===== src/rtl/pipe_ctrl.sv =====
// pipe_ctrl: pipeline stall arbiter and exception freeze/flush/drain sequencer.
// Optional perf counters are built only when CTRL_PERF_EN is defined.
//
// Ports:
//   clk, rst (async, active-low)
//   stallreq_from_id/ex/mem : stall requests, priority MEM > EX > ID
//   excepttype_i            : MEM-stage exception code, 0 = none
//   cp0_epc_i               : EPC used as the eret target
//   stall[5:0]              : hold bits {WB,MEM,EX,ID,IF,PC}
//   flush, new_pc           : one-cycle flush pulse and its redirect address
//   stall_cycles            : cycles with stall[0]=1 (0 unless CTRL_PERF_EN)
//   flush_count             : flush pulses issued (0 unless CTRL_PERF_EN)
module pipe_ctrl #(
    parameter logic [31:0] EXC_BASE     = 32'h0000_0000,
    parameter int unsigned DRAIN_CYCLES = 2
) (
    input  logic        clk,
    input  logic        rst,
    input  logic        stallreq_from_id,
    input  logic        stallreq_from_ex,
    input  logic        stallreq_from_mem,
    input  logic [31:0] excepttype_i,
    input  logic [31:0] cp0_epc_i,
    output logic [5:0]  stall,
    output logic        flush,
    output logic [31:0] new_pc,
    output logic [31:0] stall_cycles,
    output logic [15:0] flush_count
);

    typedef enum logic [1:0] {
        RUN   = 2'd0,
        FLUSH = 2'd1,
        DRAIN = 2'd2
    } state_t;

    state_t      r_state;
    logic [3:0]  r_cnt;
    logic        r_flush;
    logic [31:0] r_new_pc;

    logic        w_exc;
    logic [5:0]  w_arb;
    logic [5:0]  w_stall;
    logic [31:0] w_vec;

    assign w_exc = |excepttype_i;

    always_comb begin
        w_arb = 6'b000000;
        if (stallreq_from_mem)
            w_arb = 6'b011111;
        else if (stallreq_from_ex)
            w_arb = 6'b001111;
        else if (stallreq_from_id)
            w_arb = 6'b000111;
    end

    always_comb begin
        w_vec = EXC_BASE + 32'h40;
        case (excepttype_i)
            32'h1:   w_vec = EXC_BASE + 32'h20;
            32'he:   w_vec = cp0_epc_i;
            default: w_vec = EXC_BASE + 32'h40;
        endcase
    end

    // Stall is forced low during reset so every output reads 0 at once.
    always_comb begin
        w_stall = w_arb;
        if (!rst)
            w_stall = 6'b000000;
        else if (r_state == FLUSH)
            w_stall = 6'b000000;
        else if (r_state == RUN && w_exc)
            w_stall = 6'b111111;
    end

    always_ff @(posedge clk or negedge rst) begin
        if (!rst) begin
            r_state  <= RUN;
            r_cnt    <= 4'd0;
            r_flush  <= 1'b0;
            r_new_pc <= 32'h0;
        end else begin
            case (r_state)
                RUN: begin
                    if (w_exc) begin
                        r_state  <= FLUSH;
                        r_flush  <= 1'b1;
                        r_new_pc <= w_vec;
                    end
                end
                FLUSH: begin
                    r_flush <= 1'b0;
                    r_cnt   <= 4'(DRAIN_CYCLES);
                    if (DRAIN_CYCLES == 0)
                        r_state <= RUN;
                    else
                        r_state <= DRAIN;
                end
                DRAIN: begin
                    r_cnt <= r_cnt - 4'd1;
                    if (r_cnt <= 4'd1)
                        r_state <= RUN;
                end
                default: begin
                    r_state <= RUN;
                    r_flush <= 1'b0;
                end
            endcase
        end
    end

    assign stall  = w_stall;
    assign flush  = r_flush;
    assign new_pc = r_new_pc;

`ifdef CTRL_PERF_EN
    logic [31:0] r_stall_cycles;
    logic [15:0] r_flush_count;

    always_ff @(posedge clk or negedge rst) begin
        if (!rst) begin
            r_stall_cycles <= 32'h0;
            r_flush_count  <= 16'h0;
        end else begin
            if (w_stall[0])
                r_stall_cycles <= r_stall_cycles + 32'd1;
            if (r_state == FLUSH)
                r_flush_count <= r_flush_count + 16'd1;
        end
    end

    assign stall_cycles = r_stall_cycles;
    assign flush_count  = r_flush_count;
`else
    assign stall_cycles = 32'h0;
    assign flush_count  = 16'h0;
`endif

endmodule


===== config.mk =====
export PLATFORM = sky130hd
export DESIGN_NAME = pipe_ctrl
export DESIGN_NICKNAME = d
export VERILOG_FILES = /design/src/rtl/pipe_ctrl.sv
export SDC_FILE = /design/constraint.sdc
export NUM_CORES = 1
export LEC_CHECK = 0
export ABC_AREA = 1
export CORE_UTILIZATION = 36
export CTS_CLUSTER_SIZE = 10
export DETAILED_ROUTE_END_ITERATION = 16
export PLACE_DENSITY_LB_ADDON = 0.12
export SLEW_MARGIN = 20
export SYNTH_ARGS = -nofsm -noshare
export SYNTH_HDL_FRONTEND = slang
export SYNTH_SLANG_ARGS = --single-unit

===== constraint.sdc =====
create_clock -name clk -period 1.8 [get_ports clk]
set_input_delay 0.18 -clock clk [delete_from_list [all_inputs] [get_ports clk]]
set_output_delay 0.18 -clock clk [all_outputs]
set_load 0.02 [all_outputs]

==> impl.org, run 1 <==
** Hold path
- Classification of the worst-slack hold path :: in -> async

** Clock tree
- The H-tree was split into 2 levels.
- TritonCTS built the clock tree.
- Number of buffers inserted during clock tree synthesis :: 5
- Clk Latency, worst-skew pair :: 0.29 ns
- Clock-pin slew was measured on the worst setup and hold paths at 0.07 ns.
- Maximum count of clock buffers along a single path :: 2
- Clock tree sinks :: 39
- Clk Tree Root Cell :: sky130_fd_sc_hd__clkbuf_8

** Die
- The die covers 6760 um2.
- Initial standard-cell utilization of the core :: 0.382
- Core area :: 6060 um2
- Chip height :: 82.2 um
- I/O pin total :: 156
- After floorplanning, the core was divided into 28 placement rows.
- The floorplan step set the die width to 82.2 um.

** Finish
- Most common cell after layout, fill and taps aside :: sky130_fd_sc_hd__clkdlybuf4s50_1
- Post-route cell area :: 3400 um2
- The layout has 596 filler cells.
- The area growth from synthesis to layout is 46.8%.
- Sequential Area :: 976 um2
- In the final design database the tool counted 483 nets.
- Diodes inserted :: 0
- Combined area of the multi-input logic cells :: 1050 um2
- Of the cells placed in the final design, the portion with a size suffix greater than 1 is 0.0927.
- The library cells used most frequently in the layout, excluding fill and tap cells, are sky130_fd_sc_hd__clkdlybuf4s50_1 (100), sky130_fd_sc_hd__nand2_1 (89), sky130_fd_sc_hd__conb_1 (48), sky130_fd_sc_hd__dfrtp_1 (39), sky130_fd_sc_hd__nand3_1 (36).

** STA
- Measured against its own limit, the worst slew margin works out to 0.666.
- Setup repair after global routing missed its margin :: false
- For this run, the top clock speed supported by timing is 0.602 GHz.
- The number of max-slew violations in the final report came to 0.
- Across the routed clock network, the largest skew measured is 0.00234 ns.
- Final period demand of the worst path :: 1.66 ns
- Hold is met by 0.000605 ns.
- Of the available clock period, the critical path in the final layout requires 0.923.
- Final setup violation count :: 0
- At the pin with the least slew margin, the transition time is 0.501 ns.
- Fin. Hold Viols :: 0

** Power and ir drop
- Sequential share of power :: 0.506
- Power comes to 1.73 mW.
- The internal power of the cells totals 1.29 mW.
- Leakage power total :: 1.76 nW
- Net Sw Power :: 0.445 mW
- Of the total power, the clock network draws 0.334.
- Combinational power share :: 0.161
- Of the total power, the share spent switching nets is 0.257.
- Cell area power density :: 509 nW/um2
- IR Drop Worst-Case VDD :: 0.304 mV

** Yosys
- Yosys printed 0 warnings.
- The synthesized design spends more area on one cell type than any other, namely sky130_fd_sc_hd__dfrtp_1.
- Proportion of synthesized area in mux cells :: 0
- The share of the Yosys chip area taken by registers is 0.421.
- Synth Area in XOR/XNOR :: 0
- In the synthesized netlist, the number of instances is 294.
- The synthesized netlist occupies a cell area of 2320 um2.
- Synth Area in Adders :: 0.0270
- Dividing the synthesized area by the synthesized cell count gives 7.88 um2.
- Most area-consuming cells after synthesis :: sky130_fd_sc_hd__dfrtp_1 (42%), sky130_fd_sc_hd__buf_4 (16%), sky130_fd_sc_hd__nand2_1 (14%)
- The compound-gate portion of the synthesized area was 0.0292.
- Synth Area in Simple Gates :: 0.307
- Cell variety after synth :: 23
- Fraction of synthesized cell area taken by the top area cell type :: 0.421
- Largest family of logic cells by synthesized area :: simple AND/OR/NAND/NOR gates
- Post-synthesis sequential element count :: 39

** Run status
- Run status :: finished, final reports clean

** Routing
- After detailed routing, the total wire length is 5.54 mm.
- Detailed-route via count :: 2,091
- Antenna violation net count after detailed routing :: 0
- # DRC :: 0
- Routed wire per std cell :: 11.4 um
- The first TritonRoute pass finished after 5 iterations.
- After detailed routing, the number of vias per cell comes to 4.31.
- After the first detailed-routing iteration, the DRC count stood at 90.

** Critical path
- Crit Path Category :: in -> out
- Crit start category :: primary input
- The worst setup path is captured at an output pin.
- Arrival time reported for the critical path endpoint :: 1.48 ns
- STA puts the critical path data required time at 1.62 ns.
- Worst-path fanout max :: 4

** Place
- During placement, the flow inserted port buffers numbering 107.
- Placement Cell Area :: 3320 um2
- After legalization and detailed placement, the total HPWL measured 4.10 mm.
- Routability-driven placement finished with a final weighted congestion of 0.749.

** Global routing
- Number of global-route vias before repair :: 1,962
- Pin count of the biggest net entering global routing :: 40
- After global routing the overflow that remains totals 0.
- In the global route stage, overall resource usage came out at 0.170.
- The initial antenna violation count was 0.
- First-pass GRT wire length :: 8.63 mm

** Run
- Max-capacitance violation count :: 0
area by class of cell:
cell class,instances,area share
tap,75,0.0276
clock inverter,1,0.00147
sequential,39,0.287
timing repair buffer,120,0.337
multi-input combinational,228,0.308
clock buffer,7,0.0224
inverter,15,0.0166
registers in the layout, indices dropped and copies added (netlist names):
| signal | flops |
|---|---|
| flush | 1 |
| r_cnt | 4 |
| r_state | 2 |
| new_pc | 32 |
per-stage QoR:
step / utilization / setup slack, ns / setup TNS, ns / instances
after global routing: 0.561 / 0.00266 / 0 / 485
after detailed placement: 0.548 / -0.363 / -3.72 / 476
after CTS: 0.562 / 0.00908 / 0 / 485
after global placement: 0.548 / -0.332 / -2.85 / 476
final: 0.561 / 0.138 / 0 / 485
after floorplan: - / 0.0226 / 0 / 341
critical path, cell delays in order:
cell,delay [ns]
sky130_fd_sc_hd__clkdlybuf4s50_1,0.43
sky130_fd_sc_hd__nor2_2,0.13
sky130_fd_sc_hd__nand2_1,0.07
sky130_fd_sc_hd__nor2_2,0.13
sky130_fd_sc_hd__nand2_2,0.10
sky130_fd_sc_hd__o21ai_4,0.19
sky130_fd_sc_hd__a21oi_1,0.08
sky130_fd_sc_hd__buf_2,0.16
logic make-up (layout without fill, tap and decap cells):
group                      count (synthesis)  after routing
adders and majority gates                  5              5
other                                      1             48
DFF                                       39             39
AOI/OAI and AO/OA                         10             10
and+or+nand+nor                          165            165
buffers and inverters                     74            143
layer usage:
metal | GRT usage | part of all wire | routed length, um
met5 | 0 | 0 | 0
met4 | 0.0544 | 0.015 | 82
met3 | 0.0549 | 0.069 | 382
met2 | 0.300 | 0.49 | 2700
met1 | 0.193 | 0.43 | 2380
power by group through the flow:
stage	registers, mW	clock network (mW)	logic [mW]
global placement	0.893	0	0.277
finish	0.875	0.578	0.278
floorplan	0.893	0	0.184
detailed placement	0.893	0	0.278
global route	0.875	0.631	0.304
CTS	0.875	0.593	0.279
cell usage after synthesis:
cell                       number
sky130_fd_sc_hd__o22ai_1        2
sky130_fd_sc_hd__buf_4         50
sky130_fd_sc_hd__nor3_1         1
sky130_fd_sc_hd__nor2_1        30
sky130_fd_sc_hd__a21oi_1        4
sky130_fd_sc_hd__o21ai_0        1
sky130_fd_sc_hd__a31oi_1        1
sky130_fd_sc_hd__o211ai_1       1
sky130_fd_sc_hd__nand2_4        1
sky130_fd_sc_hd__buf_2          6
sky130_fd_sc_hd__ha_1           5
sky130_fd_sc_hd__nand2_1       89
sky130_fd_sc_hd__nand2_2        1
sky130_fd_sc_hd__nand3_1       36
sky130_fd_sc_hd__inv_1         15
sky130_fd_sc_hd__nor2_4         3
sky130_fd_sc_hd__o21ai_4        1
sky130_fd_sc_hd__nor2_2         2
sky130_fd_sc_hd__buf_6          3
sky130_fd_sc_hd__conb_1         1
sky130_fd_sc_hd__nand4_1        1
sky130_fd_sc_hd__dfrtp_1       39
sky130_fd_sc_hd__nor3_2         1
worst paths after layout:
check                                     start          to  slack [ns]  cells after the start
worst min register to register        new_pc[5]   new_pc[5]        0.48                      2
worst min-delay path                        rst  new_pc[20]      0.0006                      2
min in group clk                  cp0_epc_i[11]  new_pc[11]        0.43                      3
max in group asynchronous                   rst    r_cnt[1]        1.45                      2
worst max-delay path            excepttype_i[3]    stall[3]        0.14                      8
worst max register to register       r_state[0]   new_pc[6]        0.32                      7
repair_timing:
| item | in CTS | in global routing |
|---|---|---|
| hold buffers | 0 | 0 |
| setup endpoints to repair | 6 | 6 |
| pin swaps | 1 | 4 |
| setup buffers | 1 | 0 |
| resized for setup | 22 | 5 |
No activity file was read; power rests on OpenSTA's default activity.
==> inputs of run 2 (changes only) <==
Settings changed: CAP_MARGIN set to 10, HOLD_SLACK_MARGIN set to 0.15.
==> impl.org, run 2 (synthesis results as in run 1) <==
** Global routing
- Number of global-route vias before repair :: 1,956
- Residual overflow from global routing :: 0
- Across every metal layer, demand over resource in global routing totals 0.170.
- The first global-routing pass estimated 8.62 mm of wire.
- Entering global routing, the biggest net connects 40 pins.
- The initial antenna violation count was 0.

** Hold path
- Cells on Worst Hold Path :: 3
- Classification of the worst-slack hold path :: in -> reg

** Power and ir drop
- Clock share of power :: 0.333
- Dividing total power by cell area gives a power density of 508 nW/um2.
- Cell internal power was estimated by the tool at 1.29 mW.
- Leakage power total :: 1.76 nW
- Overall Power :: 1.73 mW
- Sequential share of power :: 0.505
- Sw Share :: 0.257
- Of the total power, combinational logic draws 0.162.
- The analysis attributes to net switching a power of 0.445 mW.
- IR Drop Worst-Case VDD :: 0.304 mV

** Finish
- 0 antenna diodes ended up in the layout.
- The final layout contains 484 nets.
- Synth-to-layout area growth :: 47.2%
- The library cell used most frequently in the layout, excluding fill and tap cells, is sky130_fd_sc_hd__clkdlybuf4s50_1.
- Top library cells by usage in the layout, fill and taps aside :: sky130_fd_sc_hd__clkdlybuf4s50_1 (100), sky130_fd_sc_hd__nand2_1 (89), sky130_fd_sc_hd__conb_1 (48), sky130_fd_sc_hd__dfrtp_1 (39), sky130_fd_sc_hd__nand3_1 (36)
- The register with the most flip-flops in the layout has 32 of them.
- Layout cell share with drive strength beyond 1 :: 0.0925
- After filler insertion, the fill cell instance count of the layout stands at 596.

** Place
- During placement, the flow inserted port buffers numbering 107.
- Dpl ws :: -0.363 ns
- Once detailed placement completed, the half-perimeter wirelength came to 4.10 mm.
- The congestion estimate from routability-driven global placement came to 0.749.

** Run status
- Run status :: finished, final reports clean

** STA
- Setup violations remaining at the end of the flow were counted as 0.
- The number of max-slew violations in the final report was 0.
- Final Skew :: 0.00243 ns
- For the pin with the worst max-slew slack, the measured transition is 0.501 ns.
- The final hold violation count is 0.
- Final critical-path share of the clock period :: 0.923
- Tightest hold margin :: 0.432 ns
- Relative max-transition margin :: 0.666
- Fmax :: 0.602 GHz
- Setup repair after global routing left no endpoint under its margin.
- Total negative slack :: 0 ns
- After layout, the worst setup slack is 0.138 ns.
- Subtracting the final worst setup slack from the clock period gives 1.66 ns.

** Critical path
- Most used cell, CP :: sky130_fd_sc_hd__nor2_2
- The worst setup path is of the in -> out kind.
- Arrival time reported for the critical path endpoint :: 1.48 ns
- In this run the number of cells on the critical path is 8.
- Data on the critical path is required at its endpoint by 1.62 ns.
- Among all stages on the critical path, the largest delay is contributed by sky130_fd_sc_hd__clkdlybuf4s50_1.
- Buffer and inverter count on the worst path :: 2
- Grouping stages by cell kind, the critical path spends the most delay in buffers and inverters.
- Crit start category :: primary input
- Peak per-stage delay on the critical path :: 0.43 ns
- Register-to-Register Path Depth :: 7
- The signal on the critical path passes through clkdlybuf4s50_1 > nor2_2 > nand2_1 > nor2_2 > nand2_2 > o21ai_4 > a21oi_1 > buf_2.
- Along the worst path, the maximum fanout reaches 4.
- Endpoint kind of the worst setup timing path :: output pin

** Clock tree
- Number of buffers inserted during clock tree synthesis :: 5
- Clock latency on the worst-skew pair, taken at its later pin, is 0.29 ns.
- Clk Tree Root Cell :: sky130_fd_sc_hd__clkbuf_8
- CTS tree :: done
- Maximum count of clock buffers along a single path :: 2
- Clock slew seen by the registers of the worst setup and hold paths :: 0.07 ns
- The clock drives 39 sinks.
- Max H-tree Level :: 2

** Routing
- Per-cell via count in the routed design :: 4.34
- # DRC :: 0
- Number of DRC markers in iteration 0 :: 87
- After detailed routing, the average wire length per cell comes to 11.4 um.
- Detailed-route via count :: 2,107
- After detailed routing, the total wire length is 5.55 mm.
- Before antenna repair, the detailed router went through 4 iterations.
- The detail route stage leaves a number of antenna-violating nets equal to 0.

** Die
- Core area :: 6060 um2
- I/O pin total :: 156
- The die covers 6760 um2.
- Initial standard-cell utilization of the core :: 0.382
- Number of standard-cell rows in the floorplan :: 28
- Chip height :: 82.2 um
- Horizontal die dimension :: 82.2 um

** Run
- Max-capacitance violation count :: 0
## run 2: layout make-up
type                    count  area [um2]  area share
clock buffers               7        76.3      0.0224
inverters                  15        56.3      0.0165
well taps                  75        93.8      0.0275
clock inverters             1        5.00     0.00147
repair buffers            121        1160       0.339
multi-input cells         228        1050       0.307
flip-flops and latches     39         976       0.286
## run 2: through the flow
stage                util  std cells  cell area, um2
finish              0.563        486            3410
global route        0.563        486            3410
CTS                 0.563        486            3410
detailed placement  0.548        476            3320
global placement    0.548        476            3320
floorplan               -        341            2490
## run 2: power groups by stage
stage / registers [mW] / clock network [mW] / logic (mW)
floorplan: 0.893 / 0 / 0.184
global placement: 0.893 / 0 / 0.277
global route: 0.875 / 0.631 / 0.306
detailed placement: 0.893 / 0 / 0.278
CTS: 0.875 / 0.593 / 0.281
finish: 0.875 / 0.578 / 0.280
## run 2: final timing paths
kind	from	to	slack [ns]
max in group asynchronous	rst	r_cnt[1]	0.91
worst max-delay path	excepttype_i[3]	stall[3]	0.14
worst min-delay path	cp0_epc_i[11]	new_pc[11]	0.43
worst min register to register	new_pc[5]	new_pc[5]	0.48
min in group asynchronous	rst	new_pc[20]	0.54
worst max register to register	r_state[0]	new_pc[6]	0.32
## run 2: what timing repair did
| item | 4_1_cts | 5_1_grt |
|---|---|---|
| hold buffers | 1 | 0 |
| endpoints found under the hold margin | 39 | 0 |
| buffers inserted | 1 | 0 |
| cloned | 0 | 0 |
| pin swaps | 1 | 4 |
| gates resized for setup | 22 | 5 |
| endpoints found under the setup margin | 6 | 6 |
## run 2: worst reg2reg max path: cells and delay by family (launching register included)
kind          cells  cell delay [ns]
fa+ha+maj         1             0.18
buf+inv           3             0.52
flops             1             0.40
simple gates      3             0.33
## run 2: routing by layer
layer | routed length [um] | vias to the layer above | track usage
met4 | 82 | 0 | 0.0544
met1 | 2360 | 964 | 0.193
met3 | 392 | 7 | 0.0549
met2 | 2720 | 86 | 0.300
met5 | 0 | - | 0
li1 | - | 1050 | -
==> inputs of run 3 (changes only) <==
Settings changed: CTS_CLUSTER_SIZE 10 to not set.
==> results of run 3 <==
The final DEF is identical to that of run 2; final timing and power are the same.
